**src/rtl/alu_host_sequencer_pkg.sv**
```systemverilog
// Shared state encoding, frame layout constants and the frame byte selector
// for the ALU host sequencer.
package alu_host_pkg;

  localparam logic [2:0] ST_IDLE    = 3'd0;
  localparam logic [2:0] ST_TX_SEND = 3'd1;
  localparam logic [2:0] ST_TX_WAIT = 3'd2;
  localparam logic [2:0] ST_RX_WAIT = 3'd3;
  localparam logic [2:0] ST_RESP    = 3'd4;

  typedef enum logic [2:0] {
    IDLE    = ST_IDLE,
    TX_SEND = ST_TX_SEND,
    TX_WAIT = ST_TX_WAIT,
    RX_WAIT = ST_RX_WAIT,
    RESP    = ST_RESP
  } state_t;

  localparam int FRAME_LEN = 5;
  localparam int RSP_LEN   = 2;

  localparam logic [2:0] IDX_INS   = 3'd0;
  localparam logic [2:0] IDX_A_MSB = 3'd1;
  localparam logic [2:0] IDX_A_LSB = 3'd2;
  localparam logic [2:0] IDX_B_MSB = 3'd3;
  localparam logic [2:0] IDX_B_LSB = 3'd4;

  // Operands go out MSB byte first so the sign travels in the first byte.
  function automatic logic [7:0] frame_byte(input logic [7:0]  ins,
                                            input logic [15:0] a,
                                            input logic [15:0] b,
                                            input logic [2:0]  idx);
    frame_byte = 8'h00;
    case (idx)
      IDX_INS:   frame_byte = ins;
      IDX_A_MSB: frame_byte = a[15:8];
      IDX_A_LSB: frame_byte = a[7:0];
      IDX_B_MSB: frame_byte = b[15:8];
      IDX_B_LSB: frame_byte = b[7:0];
      default:   frame_byte = 8'h00;
    endcase
  endfunction

endpackage

```
**src/rtl/alu_host_sequencer_if.sv**
```systemverilog
// Request, UART TX/RX and response signals of the ALU host sequencer.
// slave is the sequencer side, master is the request source / UART side.
interface alu_host_sequencer_if;
  logic        req_valid;
  logic        req_ready;
  logic [7:0]  req_ins;
  logic [15:0] req_a;
  logic [15:0] req_b;
  logic        tx_dv;
  logic [7:0]  tx_byte;
  logic        tx_done;
  logic        rx_dv;
  logic [7:0]  rx_byte;
  logic        rsp_valid;
  logic [15:0] rsp_c;
  logic        rsp_timeout;
  logic        busy;

  modport slave (
    input  req_valid, req_ins, req_a, req_b, tx_done, rx_dv, rx_byte,
    output req_ready, tx_dv, tx_byte, rsp_valid, rsp_c, rsp_timeout, busy
  );

  modport master (
    output req_valid, req_ins, req_a, req_b, tx_done, rx_dv, rx_byte,
    input  req_ready, tx_dv, tx_byte, rsp_valid, rsp_c, rsp_timeout, busy
  );
endinterface

```
**src/rtl/alu_host_sequencer_timeout.sv**
```systemverilog
// Loadable down-counter for the result wait; expired is high while enabled
// at zero. Only instantiated when ALU_HOST_SEQ_TIMEOUT_EN is defined.
module alu_host_timeout #(
  parameter logic [23:0] LOAD_VALUE = 24'd15
) (
  input  logic clk,
  input  logic rst,
  input  logic clear,
  input  logic load,
  input  logic enable,
  output logic expired
);

  logic [23:0] count;

  always_ff @(posedge clk or posedge rst) begin
    if (rst)                              count <= 24'd0;
    else if (clear)                       count <= 24'd0;
    else if (load)                        count <= LOAD_VALUE;
    else if (enable && count != 24'd0)    count <= count - 24'd1;
  end

  assign expired = enable && (count == 24'd0);

endmodule

```
**src/rtl/alu_host_sequencer.sv**
```systemverilog
// Serialises one ALU request into a 5-byte UART frame and reassembles the
// 2-byte result. Optional result timeout: ALU_HOST_SEQ_TIMEOUT_EN.
module alu_host_sequencer
  import alu_host_pkg::*;
#(
  parameter logic [23:0] TIMEOUT_CYCLES = 24'd1_000_000
) (
  input logic                 clk,
  input logic                 rst,
  alu_host_sequencer_if.slave bus
);

  state_t      state, state_next;
  logic [2:0]  idx, idx_next;
  logic        rcnt, rcnt_next;
  logic [7:0]  ins_q, ins_next;
  logic [15:0] a_q, a_next, b_q, b_next;
  logic [7:0]  c_hi, c_hi_next;
  logic        ready_q, tx_dv_q, rsp_valid_q, rsp_timeout_q, busy_q;
  logic [7:0]  tx_byte_q, tx_byte_next;
  logic [15:0] rsp_c_q, rsp_c_next;
  logic        timeout_next;
  logic        tmr_load;
  logic        expired;

  always_ff @(posedge clk or posedge rst) begin
    if (rst) begin
      state         <= IDLE;
      idx           <= 3'd0;
      rcnt          <= 1'b0;
      ins_q         <= 8'h00;
      a_q           <= 16'h0000;
      b_q           <= 16'h0000;
      c_hi          <= 8'h00;
      ready_q       <= 1'b0;
      tx_dv_q       <= 1'b0;
      tx_byte_q     <= 8'h00;
      rsp_valid_q   <= 1'b0;
      rsp_c_q       <= 16'h0000;
      rsp_timeout_q <= 1'b0;
      busy_q        <= 1'b0;
    end else begin
      state         <= state_next;
      idx           <= idx_next;
      rcnt          <= rcnt_next;
      ins_q         <= ins_next;
      a_q           <= a_next;
      b_q           <= b_next;
      c_hi          <= c_hi_next;
      ready_q       <= (state_next == IDLE);
      tx_dv_q       <= (state_next == TX_SEND);
      tx_byte_q     <= tx_byte_next;
      rsp_valid_q   <= (state_next == RESP);
      rsp_c_q       <= rsp_c_next;
      rsp_timeout_q <= timeout_next;
      busy_q        <= (state_next != IDLE);
    end
  end

  // A received byte takes priority over a timeout expiring in the same cycle.
  always_comb begin
    state_next   = state;
    idx_next     = idx;
    rcnt_next    = rcnt;
    ins_next     = ins_q;
    a_next       = a_q;
    b_next       = b_q;
    c_hi_next    = c_hi;
    rsp_c_next   = rsp_c_q;
    timeout_next = 1'b0;
    tmr_load     = 1'b0;
    unique case (state)
      IDLE: begin
        if (bus.req_valid && ready_q) begin
          ins_next   = bus.req_ins;
          a_next     = bus.req_a;
          b_next     = bus.req_b;
          idx_next   = IDX_INS;
          state_next = TX_SEND;
        end
      end
      TX_SEND: state_next = TX_WAIT;
      TX_WAIT: begin
        if (bus.tx_done) begin
          if (idx == 3'(FRAME_LEN - 1)) begin
            rcnt_next  = 1'b0;
            tmr_load   = 1'b1;
            state_next = RX_WAIT;
          end else begin
            idx_next   = idx + 3'd1;
            state_next = TX_SEND;
          end
        end
      end
      RX_WAIT: begin
        if (bus.rx_dv) begin
          tmr_load = 1'b1;
          if (rcnt == 1'(RSP_LEN - 1)) begin
            rsp_c_next = {c_hi, bus.rx_byte};
            state_next = RESP;
          end else begin
            c_hi_next = bus.rx_byte;
            rcnt_next = 1'b1;
          end
        end else if (expired) begin
          timeout_next = 1'b1;
          state_next   = IDLE;
        end
      end
      RESP:    state_next = IDLE;
      default: state_next = IDLE;
    endcase
    tx_byte_next = tx_byte_q;
    if (state_next == TX_SEND)
      tx_byte_next = frame_byte(ins_next, a_next, b_next, idx_next);
  end

`ifdef ALU_HOST_SEQ_TIMEOUT_EN
  alu_host_timeout #(.LOAD_VALUE(TIMEOUT_CYCLES - 24'd1)) u_timeout (
    .clk     (clk),
    .rst     (rst),
    .clear   (state == IDLE),
    .load    (tmr_load),
    .enable  (state == RX_WAIT),
    .expired (expired)
  );
`else
  logic unused_timeout;
  assign expired        = 1'b0;
  assign unused_timeout = ^{TIMEOUT_CYCLES, tmr_load};
`endif

  assign bus.req_ready   = ready_q;
  assign bus.tx_dv       = tx_dv_q;
  assign bus.tx_byte     = tx_byte_q;
  assign bus.rsp_valid   = rsp_valid_q;
  assign bus.rsp_c       = rsp_c_q;
  assign bus.rsp_timeout = rsp_timeout_q;
  assign bus.busy        = busy_q;

endmodule

```
**src/flat_wrapper.sv**
```systemverilog
// flat-port wrapper written by rule: the top's interface ports become plain ports
module alu_host_sequencer_flat import alu_host_pkg::*;
#(
  parameter logic [23:0] TIMEOUT_CYCLES = 24'd1_000_000
)
  (clk, rst, bus_req_valid, bus_req_ins, bus_req_a, bus_req_b, bus_tx_done, bus_rx_dv, bus_rx_byte, bus_req_ready, bus_tx_dv, bus_tx_byte, bus_rsp_valid, bus_rsp_c, bus_rsp_timeout, bus_busy);
  alu_host_sequencer_if bus_i ();
  input logic clk;
  input logic rst;
  input wire logic [$bits(bus_i.req_valid)-1:0] bus_req_valid;
  input wire logic [$bits(bus_i.req_ins)-1:0] bus_req_ins;
  input wire logic [$bits(bus_i.req_a)-1:0] bus_req_a;
  input wire logic [$bits(bus_i.req_b)-1:0] bus_req_b;
  input wire logic [$bits(bus_i.tx_done)-1:0] bus_tx_done;
  input wire logic [$bits(bus_i.rx_dv)-1:0] bus_rx_dv;
  input wire logic [$bits(bus_i.rx_byte)-1:0] bus_rx_byte;
  output wire logic [$bits(bus_i.req_ready)-1:0] bus_req_ready;
  output wire logic [$bits(bus_i.tx_dv)-1:0] bus_tx_dv;
  output wire logic [$bits(bus_i.tx_byte)-1:0] bus_tx_byte;
  output wire logic [$bits(bus_i.rsp_valid)-1:0] bus_rsp_valid;
  output wire logic [$bits(bus_i.rsp_c)-1:0] bus_rsp_c;
  output wire logic [$bits(bus_i.rsp_timeout)-1:0] bus_rsp_timeout;
  output wire logic [$bits(bus_i.busy)-1:0] bus_busy;
  assign bus_i.req_valid = bus_req_valid;
  assign bus_i.req_ins = bus_req_ins;
  assign bus_i.req_a = bus_req_a;
  assign bus_i.req_b = bus_req_b;
  assign bus_i.tx_done = bus_tx_done;
  assign bus_i.rx_dv = bus_rx_dv;
  assign bus_i.rx_byte = bus_rx_byte;
  assign bus_req_ready = bus_i.req_ready;
  assign bus_tx_dv = bus_i.tx_dv;
  assign bus_tx_byte = bus_i.tx_byte;
  assign bus_rsp_valid = bus_i.rsp_valid;
  assign bus_rsp_c = bus_i.rsp_c;
  assign bus_rsp_timeout = bus_i.rsp_timeout;
  assign bus_busy = bus_i.busy;
  alu_host_sequencer #(.TIMEOUT_CYCLES(TIMEOUT_CYCLES)) u_core (.clk(clk), .rst(rst), .bus(bus_i));
endmodule
```
**config.mk**
```make
export PLATFORM = sky130hd
export DESIGN_NAME = alu_host_sequencer_flat
export DESIGN_NICKNAME = d
export VERILOG_FILES = /design/src/rtl/alu_host_sequencer_pkg.sv /design/src/rtl/alu_host_sequencer_if.sv /design/src/rtl/alu_host_sequencer_timeout.sv /design/src/rtl/alu_host_sequencer.sv /design/src/flat_wrapper.sv
export SDC_FILE = /design/constraint.sdc
export NUM_CORES = 1
export LEC_CHECK = 0
export BUFFER_PORTS_ARGS = -buffer_cell sky130_fd_sc_hd__buf_4
export CORE_UTILIZATION = 58
export CTS_CLUSTER_DIAMETER = 150
export DETAILED_ROUTE_END_ITERATION = 8
export PLACE_DENSITY = 0.95
export SLEW_MARGIN = 15
export SYNTH_ARGS = -nofsm -noshare
export SYNTH_HDL_FRONTEND = slang
export SYNTH_SLANG_ARGS = --single-unit
```
**constraint.sdc**
```tcl
create_clock -name clk -period 5.3 [get_ports clk]
set_clock_uncertainty 0.2 [all_clocks]
set_input_delay 0.53 -clock clk [delete_from_list [all_inputs] [get_ports clk]]
set_output_delay 0.53 -clock clk [all_outputs]
set_load 0.01 [all_outputs]
```
Word level (Yosys, flattened, before mapping)

Cells that the tools add are included.
W data, S select, Z words.

Equal/unequal tests: 13
Bitwise operators: 1
Add/sub/neg operators: 1
Reductions and logical operators: 9
Mux-type cells: 21

Operator list:

| cell                  | number |
|---|---|
| $mux W16              | 4 |
| $pmux W8 S5           | 1 |
| $mux W3               | 7 |
| $mux W8               | 2 |
| $eq A3 B2 Y1 const B  | 4 |
| $pmux W3 S4           | 1 |
| $eq A3 B1 Y1 const B  | 3 |
| $eq A3 B3 Y1 const B  | 3 |
| $logic_not A3 Y1      | 3 |
| $pmux W3 S2           | 1 |
| $reduce_and A3 Y1     | 2 |
| $ne A2 B2 Y1 const B  | 2 |
| $reduce_and A4 Y1     | 1 |
| $add A3 B1 Y3 const B | 1 |
| $mux W1               | 3 |
| $reduce_bool A3 Y1    | 1 |
| $mux W2               | 1 |
| $ne A2 B1 Y1 const B  | 1 |
| $pmux W1 S2           | 1 |
| $reduce_bool A2 Y1    | 1 |
| $logic_and A1 B1 Y1   | 1 |
| $not A1 Y1            | 1 |

Flip-flop bits (word level): 83
Logic and storage cells: 58
Output and inout bits: 29
Input bits: 53

Logic depth before layout (Yosys ltp)

Word-level depth: 6
Mapped depth: 10
Mapped depth without buffers: 9

Least setup slack after synthesis

OpenSTA, ideal clock, no wires.

Path kind: register -> register
Start: register u_core.idx[0]
End: register u_core.tx_byte_q[6], in the netlist u_core.bus.tx_byte[6]
Setup time: 0.120 ns
Path buffers: 0
Setup slack: 3.031 ns
Required time: 4.980 ns
Stages on the path, launching flop included: 9
Arrival: 1.949 ns
Clock period less this slack: 2.269 ns
Cells stage by stage: dfrtp_1 -> inv_1 -> ha_1 -> and2_1 -> nor4_1 -> a311oi_2 -> nor3_1 -> a221o_1 -> o211a_1

Longest elaborated chain between the ends: 6
Elaborated cells on any way between the ends: 16
Those cells by class: add/sub: 1; eq/ne: 6; mux: 8; reduce/logical: 1

RTL lines:

| element                                              | line                                               | source |
|---|---|---|
| from (decl)                                          | alu_host_sequencer.sv:14                           | `logic [2:0] idx, idx_next;` |
| from (signal assigned)                               | alu_host_sequencer.sv:44                           | `idx <= idx_next;` |
| $add A3 B1 Y3 / $eq A3 B3 Y1 (equally long branches) | alu_host_sequencer.sv:90, alu_host_sequencer.sv:85 |  |
| $mux W3                                              | alu_host_sequencer.sv:85                           | `if (idx == 3'(FRAME_LEN - 1)) begin` |
| $mux W3                                              | alu_host_sequencer.sv:84                           | `if (bus.tx_done) begin` |
| $pmux W3 S2                                          | alu_host_sequencer.sv:72                           | `unique case (state)` |
| $eq A3 B3 Y1 (tied with other cells)                 | alu_host_sequencer_pkg.sv:34                       | `case (idx)` |
| $pmux W8 S5                                          | alu_host_sequencer_pkg.sv:34                       |  |
| to (signal assigned)                                 | alu_host_sequencer.sv:52                           | `tx_byte_q <= tx_byte_next;` |
| to (decl)                                            | alu_host_sequencer.sv:20                           | `logic [7:0] tx_byte_q, tx_byte_next;` |

Parallel ways exist; a longest one is shown, timed or not.
A chain may end at the register's enable or synchronous reset.

Worst setup path after layout

Start: register u_core.state[0]
End: register u_core.tx_byte_q[6], in the netlist u_core.bus.tx_byte[6]

Longest elaborated chain between the ends: 4
Elaborated cells on any way between the ends: 20
Those cells by class: eq/ne: 8; mux: 10; reduce/logical: 2

RTL lines:

| element                                            | line                                                    | source |
|---|---|---|
| from (decl)                                        | alu_host_sequencer.sv:13                                | `state_t state, state_next;` |
| from (signal assigned)                             | alu_host_sequencer.sv:43                                | `state <= state_next;` |
| $eq A3 B2 Y1 (tied with other cells)               | alu_host_sequencer.sv:72                                |  |
| $pmux W3 S2 / $mux W3 (equally long branches)      | alu_host_sequencer.sv:72, alu_host_sequencer.sv:96      |  |
| $eq A3 B3 Y1 (tied with other cells)               | alu_host_sequencer_pkg.sv:34                            |  |
| $pmux W8 S5 / $eq A3 B1 Y1 (equally long branches) | alu_host_sequencer_pkg.sv:34, alu_host_sequencer.sv:114 |  |

Parallel ways exist; a longest one is shown, timed or not.

==> summary.md <==
| Metric | Value |
|---|---|
| CTS tree | yes |
| Syn nets | 357 |
| Synth warn | 0 |
| Period utilisation layout | 0.602 |
| Via count | 2,686 |
| TNS Setup | 0 ns |
| Final #Nets | 436 |
| Pleak | 2.23 nW |
| Endpoints failing setup | 0 |
| Die area | 0.00679 mm^2 |
| Synth area leader | dfrtp_1 |
| Netlist Area Pre-Place | 0.00375 mm^2 |
| RR Startpoint | u_core.state[0] |
| First-pass DRT Iterations | 6 |
| Hold buffers post-CTS | 0 |
| Max H-tree Level | 3 |
| Gate power share | 0.408 |
| Reg2Reg Setup Slack | 2.11 ns |
| Clock Power Share | 0.184 |
| Final Hold Vio Count | 0 |
| Die Ht | 82.4 um |
| Synth Area per Inst | 12.4 um^2 |
| N_diodes | 0 |
| Ports | 82 |
| VDD IR max | 0.314 mV |
| Total track usage | 0.266 |
| Synth top area share | 0.554 |
| Sw frac | 0.352 |
| Core footprint | 0.00606 mm^2 |
| Vias in the first global route | 2,633 |
| Syn Inst Count | 302 |
| Internal power | 1.69 mW |
| Most frequent cells in the layout | 83 x dfrtp_1, 82 x buf_4, 46 x nand2_1, 28 x mux2_2, 24 x mux2_1 |
| Pwr dens | 573 mW/mm^2 |
| Layout area overhead | 21.5% |
| Net switching power | 919 uW |
| HP Start | bus_req_b[14] |
| Clock buffer depth | 2 |
| Startpoint Class | flop |
| Worst Hold Path EP | u_core.b_q[14] |
| CP max FO | 42 |
| Post-CTS Setup Bufs | 0 |
| Outcome | finished clean |
| Max-slew violation count | 0 |
| R2r worst-path depth | 7 |
| Area contributors post-synth | dfrtp_1 55%, mux2_2 8.4%, mux2_1 7.2% |
| CTS resizes | 0 |
| Unrepaired setup endpoints after global routing | false |
| Worst slew pin tran | 1.02 ns |
| Largest net degree at the start of global routing | 84 |
| EDFF count, synth | 0 |
| Detailed Route Iter0 Violations | 204 |
| Top FF cell, synth | dfrtp_1 |
| Placed insts | 445 |
| Global placement routability congestion | 0.829 |
| Worst EP required | 5.34 ns |
| Netlist cell types | 47 |
| Reg2reg end | u_core.bus.tx_byte[6] |
| Hold Crit Class | in2reg |
| Detailed placer's ending HPWL | 5.62 mm |
| Wire per inst | 18.1 um |
| F_max | 0.313 GHz |
| Initial antenna violation count | 0 |
| DRC violations left | 0 |
| Max Cap Viol | 0 |
| Congestion Overflow GR | 0 |
| Most common cell after layout, fill and taps aside | dfrtp_1 |
| Initial Utilization | 0.618 |
| CTS Buf Count | 9 |
| Layout cells sized above 1 | 0.364 |
| Critical Path AT | 3.24 ns |
| Worst-skew pair later-pin latency | 0.35 ns |
| Antenna Violating Nets Remaining | 0 |
| Row count | 28 |
| Synth Register Bits | 83 |
| Register area share after synthesis | 0.554 |
| Min Tclk post-route | 3.19 ns |
| Part of the power in registers | 0.408 |
| IO buf count | 80 |
| WHS Path Cells | 3 |
| Finished Cell Area | 0.00455 mm^2 |
| Post-synth ARST share | 1.00 |
| Clk slew on worst S/H paths | 0.08 ns |
| Critical path class | reg2reg |
| Placed instance area | 0.00434 mm^2 |
| First-pass GRT wire length | 13.0 mm |
| Clock sink count | 83 |
| Die width | 82.4 um |
| Worst setup EP type | flop |
| Slew HR | 0.320 |
| Clk root buf | clkbuf_8 |
| Non-filler cells, final | 460 |
| Drt total wl | 8.34 mm |
| Vias per inst | 5.84 |
## cell type report
class / count / area, um^2
clock buffers: 12 / 165
inverters: 11 / 42.5
clock inverters: 3 / 46.3
flip-flops and latches: 83 / 2080
fillers: 382 / 1510
well taps: 75 / 93.8
repair buffers: 82 / 616
multi-input cells: 194 / 1510
## flip-flops by register name, indices dropped and copies added, names as in the netlist
name / flops
u_core.c_hi: 8
u_core.bus.tx_byte: 8
u_core.bus.req_ready: 1
u_core.bus.busy: 1
u_core.b_q: 16
u_core.rcnt: 1
u_core.bus.tx_dv: 1
u_core.state: 3
u_core.a_q: 16
u_core.ins_q: 8
u_core.bus.rsp_valid: 1
u_core.idx: 3
u_core.bus.rsp_c: 16
## power by group through the flow
stage          combinational (mW)  clock [mW]  sequential [mW]
6_report                     1.07       0.479             1.06
5_1_grt                      1.15       0.507             1.09
4_1_cts                      1.06       0.480             1.06
3_5_place_dp                 1.04           0             1.07
3_3_place_gp                0.987           0             1.05
2_1_floorplan               0.734           0             1.06
## metrics by stage
step                      worst slack [ns]  utilization  power, mW  hold WS (ns)
after global placement                2.30        0.717       2.04         0.244
after global routing                  1.98        0.751       2.75         0.184
after CTS                             2.11        0.751       2.60         0.184
final                                 2.11        0.751       2.61         0.180
after detailed placement              2.10        0.717       2.12         0.256
after floorplan                       2.43            -       1.79         0.228
## cells by family (layout without fill, tap and decap cells)
| group | count (synthesis) | count (layout) | share of synthesized area |
|---|---|---|---|
| AO/OA/AOI/OAI | 40 | 40 | 0.0818 |
| adder cells (fa/ha/maj) | 2 | 2 | 0.00668 |
| buffers and inverters | 25 | 108 | 0.0417 |
| flip-flops | 83 | 83 | 0.554 |
| multiplexers | 64 | 64 | 0.188 |
| other | 1 | 1 | 0.00100 |
| AND/OR/NAND/NOR | 87 | 87 | 0.126 |
## how the worst max path moves through the flow
stage | start | endpoint | slack, ns | depth (start not counted)
finish | u_core.state[0] | u_core.bus.tx_byte[6] | 2.11 | 7
global route | u_core.state[0] | u_core.bus.tx_byte[6] | 1.98 | 7
CTS | u_core.state[0] | u_core.bus.tx_byte[6] | 2.11 | 7
detailed placement | u_core.state[0] | u_core.bus.tx_byte[6] | 2.10 | 7
global placement | bus_req_valid | u_core.bus.tx_byte[6] | 2.30 | 8
floorplan | rst | u_core.a_q[0] | 2.43 | 1
## Yosys cell counts, types with 2 or more instances
cell and count:
dfrtp_1 83, nand2_1 46, mux2_2 28, nor3_1 2
and3_1 5, and4bb_1 2, buf_6 4, buf_4 8
a31oi_1 2, inv_2 3, mux2i_1 12, mux2_1 24
a2bb2oi_1 9, ha_1 2, nor3b_1 5, nand3_1 3
o21ai_1 2, o211ai_1 11, nor2_1 10, inv_1 7
o21a_1 2, a21oi_1 6, buf_2 2
## critical path, stage by stage (launching register included)
cell       delay (ns)
dfrtp_1          0.48
nand4bb_2        0.37
nor2_4           0.11
buf_4            0.43
o21a_1           0.68
nor2_1           0.17
a221o_1          0.39
o211a_1          0.25
## per-layer routing
metal / wire length [um] / track usage / vias up
met1: 3390 / 0.337 / 1336
li1: - / - / 1222
met3: 471 / 0.0626 / 21
met5: 0 / 0 / -
met2: 4290 / 0.438 / 107
met4: 191 / 0.116 / 0
Note: power is estimated with default switching activity, not from simulation.
